File: src/rtl/c2c_tx_framer.sv
//------------------------------------------------------------------------------
// c2c_tx_framer : pops 128-bit show-ahead FIFO words, frames them as 32-bit
//                 header/data/trailer beats with valid/ready handshake.
// Revision      : 1.0 initial release
//------------------------------------------------------------------------------
`default_nettype none

module c2c_tx_framer #(
    parameter int BURST_MAX = 8
) (
    input  logic         clk_i,
    input  logic         rst_i,
    input  logic         en_i,
    output logic         rden_o,
    input  logic [127:0] rdata_i,
    input  logic         empty_i,
    output logic         txvalid_o,
    input  logic         txready_i,
    output logic [31:0]  txdata_o,
    output logic         txsop_o,
    output logic         txeop_o,
    output logic         busy_o
);

    localparam logic [7:0] C_BURST_MAX = 8'(BURST_MAX);

    typedef enum logic [1:0] {
        S_IDLE = 2'd0,
        S_HDR  = 2'd1,
        S_DATA = 2'd2,
        S_TRL  = 2'd3
    } state_t;

    state_t      state_q, state_d;
    logic [7:0]  seq_q, seq_d;
    logic [7:0]  wcnt_q, wcnt_d;
    logic [7:0]  csum_q, csum_d;
    logic [1:0]  beat_q, beat_d;
    logic [31:0] w_beat_data;
    logic [7:0]  w_beat_xor;

    always_ff @(posedge clk_i) begin
        if (rst_i) begin
            state_q <= S_IDLE;
            seq_q   <= 8'd0;
            wcnt_q  <= 8'd0;
            csum_q  <= 8'd0;
            beat_q  <= 2'd0;
        end else begin
            state_q <= state_d;
            seq_q   <= seq_d;
            wcnt_q  <= wcnt_d;
            csum_q  <= csum_d;
            beat_q  <= beat_d;
        end
    end

    // RDATA stays on the head word until the pop after beat 3, so no capture register.
    always_comb begin
        w_beat_data = 32'd0;
        case (beat_q)
            2'd0:    w_beat_data = rdata_i[31:0];
            2'd1:    w_beat_data = rdata_i[63:32];
            2'd2:    w_beat_data = rdata_i[95:64];
            default: w_beat_data = rdata_i[127:96];
        endcase
        w_beat_xor = w_beat_data[31:24] ^ w_beat_data[23:16]
                   ^ w_beat_data[15:8]  ^ w_beat_data[7:0];
    end

    always_comb begin
        state_d   = state_q;
        seq_d     = seq_q;
        wcnt_d    = wcnt_q;
        csum_d    = csum_q;
        beat_d    = beat_q;
        rden_o    = 1'b0;
        txvalid_o = 1'b0;
        txdata_o  = 32'd0;
        txsop_o   = 1'b0;
        txeop_o   = 1'b0;
        busy_o    = (state_q != S_IDLE);

        case (state_q)
            S_IDLE: begin
                wcnt_d = 8'd0;
                csum_d = 8'd0;
                if (en_i && !empty_i) begin
                    state_d = S_HDR;
                end
            end
            S_HDR: begin
                txvalid_o = 1'b1;
                txsop_o   = 1'b1;
                txdata_o  = {16'hA5C3, seq_q, 8'h00};
                if (txready_i) begin
                    state_d = S_DATA;
                    beat_d  = 2'd0;
                end
            end
            S_DATA: begin
                // Beat 0 doubles as the continue/close decision; closing costs one bubble.
                if (beat_q == 2'd0 && (wcnt_q == C_BURST_MAX || empty_i)) begin
                    state_d = S_TRL;
                end else begin
                    txvalid_o = 1'b1;
                    txdata_o  = w_beat_data;
                    if (txready_i) begin
                        csum_d = csum_q ^ w_beat_xor;
                        beat_d = beat_q + 2'd1;
                        if (beat_q == 2'd3) begin
                            rden_o = 1'b1;
                            wcnt_d = wcnt_q + 8'd1;
                        end
                    end
                end
            end
            default: begin
                txvalid_o = 1'b1;
                txeop_o   = 1'b1;
                txdata_o  = {8'hE0, seq_q, wcnt_q, csum_q};
                if (txready_i) begin
                    seq_d   = seq_q + 8'd1;
                    state_d = S_IDLE;
                end
            end
        endcase
    end

endmodule

`default_nettype wire

File: config.mk
export PLATFORM = sky130hd
export DESIGN_NAME = c2c_tx_framer
export DESIGN_NICKNAME = d
export VERILOG_FILES = /design/src/rtl/c2c_tx_framer.sv
export SDC_FILE = /design/constraint.sdc
export NUM_CORES = 1
export LEC_CHECK = 0
export CORE_MARGIN = 5
export CORE_UTILIZATION = 50
export CTS_CLUSTER_SIZE = 8
export DETAILED_ROUTE_END_ITERATION = 12
export DONT_BUFFER_PORTS = 1
export SLEW_MARGIN = 30
export SYNTH_ARGS = -nofsm -noshare
export SYNTH_HDL_FRONTEND = slang
export SYNTH_SLANG_ARGS = --single-unit
File: constraint.sdc
create_clock -name clk_i -period 2.7 [get_ports clk_i]
set_clock_uncertainty 0.2 [all_clocks]
set_input_delay 0.27 -clock clk_i [delete_from_list [all_inputs] [get_ports clk_i]]
set_output_delay 0.27 -clock clk_i [all_outputs]
set_load 0.005 [all_outputs]
==> results by stage <==
Setup path:
- The kind of start point of the critical path is a register.
- The most common cell type on the critical path is buf_4.
- The data arrival time at the worst-slack endpoint is 2.16 ns.
- The sort of element at the end of the critical path is a primary output.
- Together, buffers and inverters on the worst path number 3.
- The data required time of the worst path is 2.23 ns.
- The critical path in this run is classified as reg -> out.
- The dominant delay contributor by cell family on the critical path is compound AO/OA/AOI/OAI gates.
- The peak per-stage delay on the critical path is 0.39 ns.
- The critical path goes through inv_1 > ha_1 > nor4b_2 > a21oi_2 > o21a_1 > buf_4 > a22oi_2 > o21ai_0 > buf_4.
- The cell with the biggest individual delay on the critical path is dfxtp_2.
- The maximum fanout count along the critical path is 11.

Synthesis:
- The synthesized netlist cell count is 372.
- The average cell area after synthesis is 7.42 sq um.
- After synthesis, the netlist uses 38 different library cells.
- The post-synthesis sequential element count is 28.
- The Yosys step of the flow raised 0 warnings.
- The net count of the mapped netlist is 516.
- The mapped cell area is 2760 sq um.
- Of the synthesized area, sequential elements account for 20.3%.

GRT:
- The largest net degree at the start of global routing is 41.
- The number of antenna violations at the first check in global routing is 0.
- The number of global-route vias before repair is 2,718.
- The residual overflow from global routing is 0.
- The first global-routing pass estimated 15,300 microns of wire.
- The total routing resource utilization after global routing is 26.5%.

Drt:
- The count of nets left with antenna violations once routing finished came out at 0.
- The wire length reported by the detailed router is 10,400 microns.
- The number of vias per cell after detailed routing is 6.65.
- The first-pass iteration count of the detailed router is 8.
- The detailed router finished its first iteration with 331 violations.
- For this run, design rule violations remaining after detail routing come to 0.
- The final routed wire length divided by cell count is 23.0 microns.
- Summing over every cut layer, the via total after detailed routing is 2,997.

Clock tree:
- The tree is rooted in a clkbuf_8.
- The later pin in the worst-skew pair is clocked with a latency of 0.28 ns.
- The number of buffers between clock root and the deepest sink is 2.
- Clock tree synthesis inserted a total of 3 buffers.
- After clock tree synthesis, the clock-pin slew on the worst setup and hold paths is 0.09 ns.
- TritonCTS built the clock tree.
- CTS built an H-tree with a depth of 1.
- The clock net in this run drives a total of 28 sinks.

Timing:
- After layout, the minimum clock period comes to 2.63 ns.
- The count of pins over their slew limit is 0.
- The total count of hold-check failures in the final report is 0.
- The ratio of final minimum period to clock period is 97.3%.
- The peak clock frequency supported by timing is 381 MHz.
- The total setup violations reported at the end of the flow is 0.
- The worst path setup slack after routing is 0.0737 ns.
- For the pin with the worst max-slew slack, the measured transition is 0.744 ns.
- In this run the tightest slew margin relative to its limit is 50.4%.
- The worst hold-check slack is 0.0302 ns.

Worst hold path:
- The worst min-delay path category is in -> reg.

Cells and area:
- The share of final-layout standard cells stronger than drive strength 1 is 15.0%.
- The count of inserted antenna diode cells is 0.
- After filler insertion, the fill cell instance count of the layout stands at 535.
- The area added between synthesis and finish is 15.3%.
- The final net count is 524.

Placed design:
- Prior to clock tree synthesis, the placed netlist has a worst setup slack of 0.0492 ns.
- The weighted congestion reported at the end of routability-driven placement is 0.894.
- The count of buffers inserted at the top-level ports is 0.
- Detailed placement ended at an HPWL of 7840 microns.

Die:
- The area of the core is 5440 sq um.
- The die is 84.3 microns tall.
- The floorplan step defined a die boundary enclosing 7110 sq um.
- The top-level I/O count is 170.
- The width of the die is 84.3 microns.
- The floorplan has 27 rows.
- For this configuration, the core starts out at a cell density of 50.8%.

Job:
- The reported max-cap violation count is 0.

Power:
- The design draws 1.54 mW.
- Dividing total power by cell area gives a power density of 484 nW/um^2.
- The highest ir drop seen on vdd is 0.000405 V.
- The static leakage power is 1.20 nW.

Outcome:
- The run finished with clean final reports.
-- final timing paths --
kind | startpoint | slack (ns) | endpoint | cells past startpoint
max | wcnt_q[0] | 0.07 | txdata_o[13] | 9
min reg2reg | csum_q[3] | 0.30 | csum_q[3] | 2
max reg2reg | beat_q[1] | 0.17 | csum_q[2] | 9
min | txready_i | 0.03 | seq_q[2] | 3
-- routing by layer --
layer / GRT usage, % / routed length, microns / vias up
met5: 0 / 0 / -
met1: 35.8 / 4340 / 1421
li1: - / - / 1406
met2: 43.6 / 5030 / 159
met3: 5.89 / 892 / 11
met4: 5.12 / 110 / 0
-- cells in the final DEF (no fill, tap or decap), drive strengths merged, types with 3 or more instances in the layout --
| master | n |
|---|---|
| a222oi | 32 |
| a22o | 7 |
| xnor3 | 4 |
| inv | 12 |
| xnor2 | 21 |
| nand2 | 32 |
| o21ai | 37 |
| nor2b | 26 |
| nand3 | 8 |
| nand4 | 4 |
| buf | 29 |
| nor2 | 25 |
| and2 | 3 |
| or3 | 12 |
| xor2 | 4 |
| ha | 11 |
| clkbuf | 5 |
| a22oi | 6 |
| dfxtp | 28 |
| a21oi | 52 |
-- report_power, final --
group	internal [mW]	switching, mW	total, mW	leakage, nW
sequential	0.426	0.0194	0.446	0.228
combinational	0.306	0.451	0.757	0.932
clock	0.199	0.138	0.337	0.0357
-- synthesized netlist by cell type --
| library cell | instances | share of area [%] |
|---|---|---|
| or3_1 | 12 | 2.7 |
| nor2_1 | 25 | 3.4 |
| and2_1 | 3 | 0.68 |
| o21a_1 | 1 | 0.27 |
| buf_1 | 1 | 0.14 |
| nand3_1 | 8 | 1.4 |
| a22o_1 | 7 | 2.2 |
| clkbuf_1 | 16 | 2.2 |
| o211ai_1 | 1 | 0.27 |
| buf_2 | 8 | 1.4 |
| a21o_1 | 1 | 0.27 |
| xor2_1 | 4 | 1.3 |
| a22oi_1 | 6 | 1.6 |
| buf_6 | 3 | 1.2 |
| mux2i_1 | 2 | 0.72 |
| nand4_1 | 4 | 0.91 |
| a221oi_1 | 2 | 0.63 |
| nor3b_1 | 1 | 0.27 |
| inv_1 | 12 | 1.6 |
| and3_1 | 1 | 0.23 |
| ha_1 | 11 | 5.0 |
| xnor2_1 | 21 | 6.7 |
| o21ai_0 | 34 | 6.2 |
| o21ai_2 | 3 | 0.95 |
| buf_4 | 2 | 0.54 |
| nor4b_1 | 1 | 0.32 |
| a222oi_1 | 32 | 12 |
| xnor3_1 | 4 | 3.3 |
| nor3_1 | 2 | 0.36 |
| a32oi_1 | 1 | 0.32 |
| or4_1 | 1 | 0.27 |
| a211oi_1 | 1 | 0.27 |
| nand2b_1 | 2 | 0.45 |
| o221ai_1 | 1 | 0.32 |
| a21oi_1 | 52 | 9.4 |
| nand2_1 | 32 | 4.3 |
| dfxtp_1 | 28 | 20 |
| nor2b_1 | 26 | 5.9 |
-- stage by stage --
step	util (%)	cells	cell area [sq um]	setup TNS, ns
after floorplan	-	372	2760	0
after global placement	53.9	440	2930	0
after detailed placement	53.9	440	2930	0
after CTS	55.8	446	3040	0
after global routing	58.5	451	3180	-0.0328
final	58.5	451	3180	0
-- logic make-up (layout without fill, tap and decap cells) --
family                   Yosys count  after routing  synth area share (%)
AND/OR/NAND/NOR                  118            118                  21.3
buffers and inverters             42             49                  7.16
multiplexers                       2              2                 0.725
AO/OA/AOI/OAI                    142            142                  34.3
flip-flops                        28             28                  20.3
adder cells (fa/ha/maj)           11             11                  4.98
XOR/XNOR                          29             29                  11.2
-- repair_timing --
action | in CTS | in global routing
pin swaps | 0 | 8
hold buffers | 2 | 0
endpoints found under the setup margin | 9 | 29
resized for setup | 3 | 26
cloned | 0 | 2
setup buffers | 0 | 3
endpoints found under the hold margin | 14 | 0
-- sequential cells by signal, summed over array words and instances, names as in the netlist --
name	flops
beat_q	2
csum_q	8
seq_q	8
state_q	2
wcnt_q	8
-- worst min-delay path, cell delays in order --
cell     delay (ns)
nand3_1        0.07
xor2_1         0.06
nor2_1         0.07
-- area by class of cell --
class	instances	area [sq um]	area share, %
inverters	12	45.0	1.42
repair buffers	33	325	10.2
well taps	72	90.1	2.83
clock buffers	3	41.3	1.30
flip-flops and latches	28	571	17.9
clock inverters	1	30.0	0.943
multi-input cells	302	2080	65.4
Note: power is estimated with default switching activity, not from simulation.
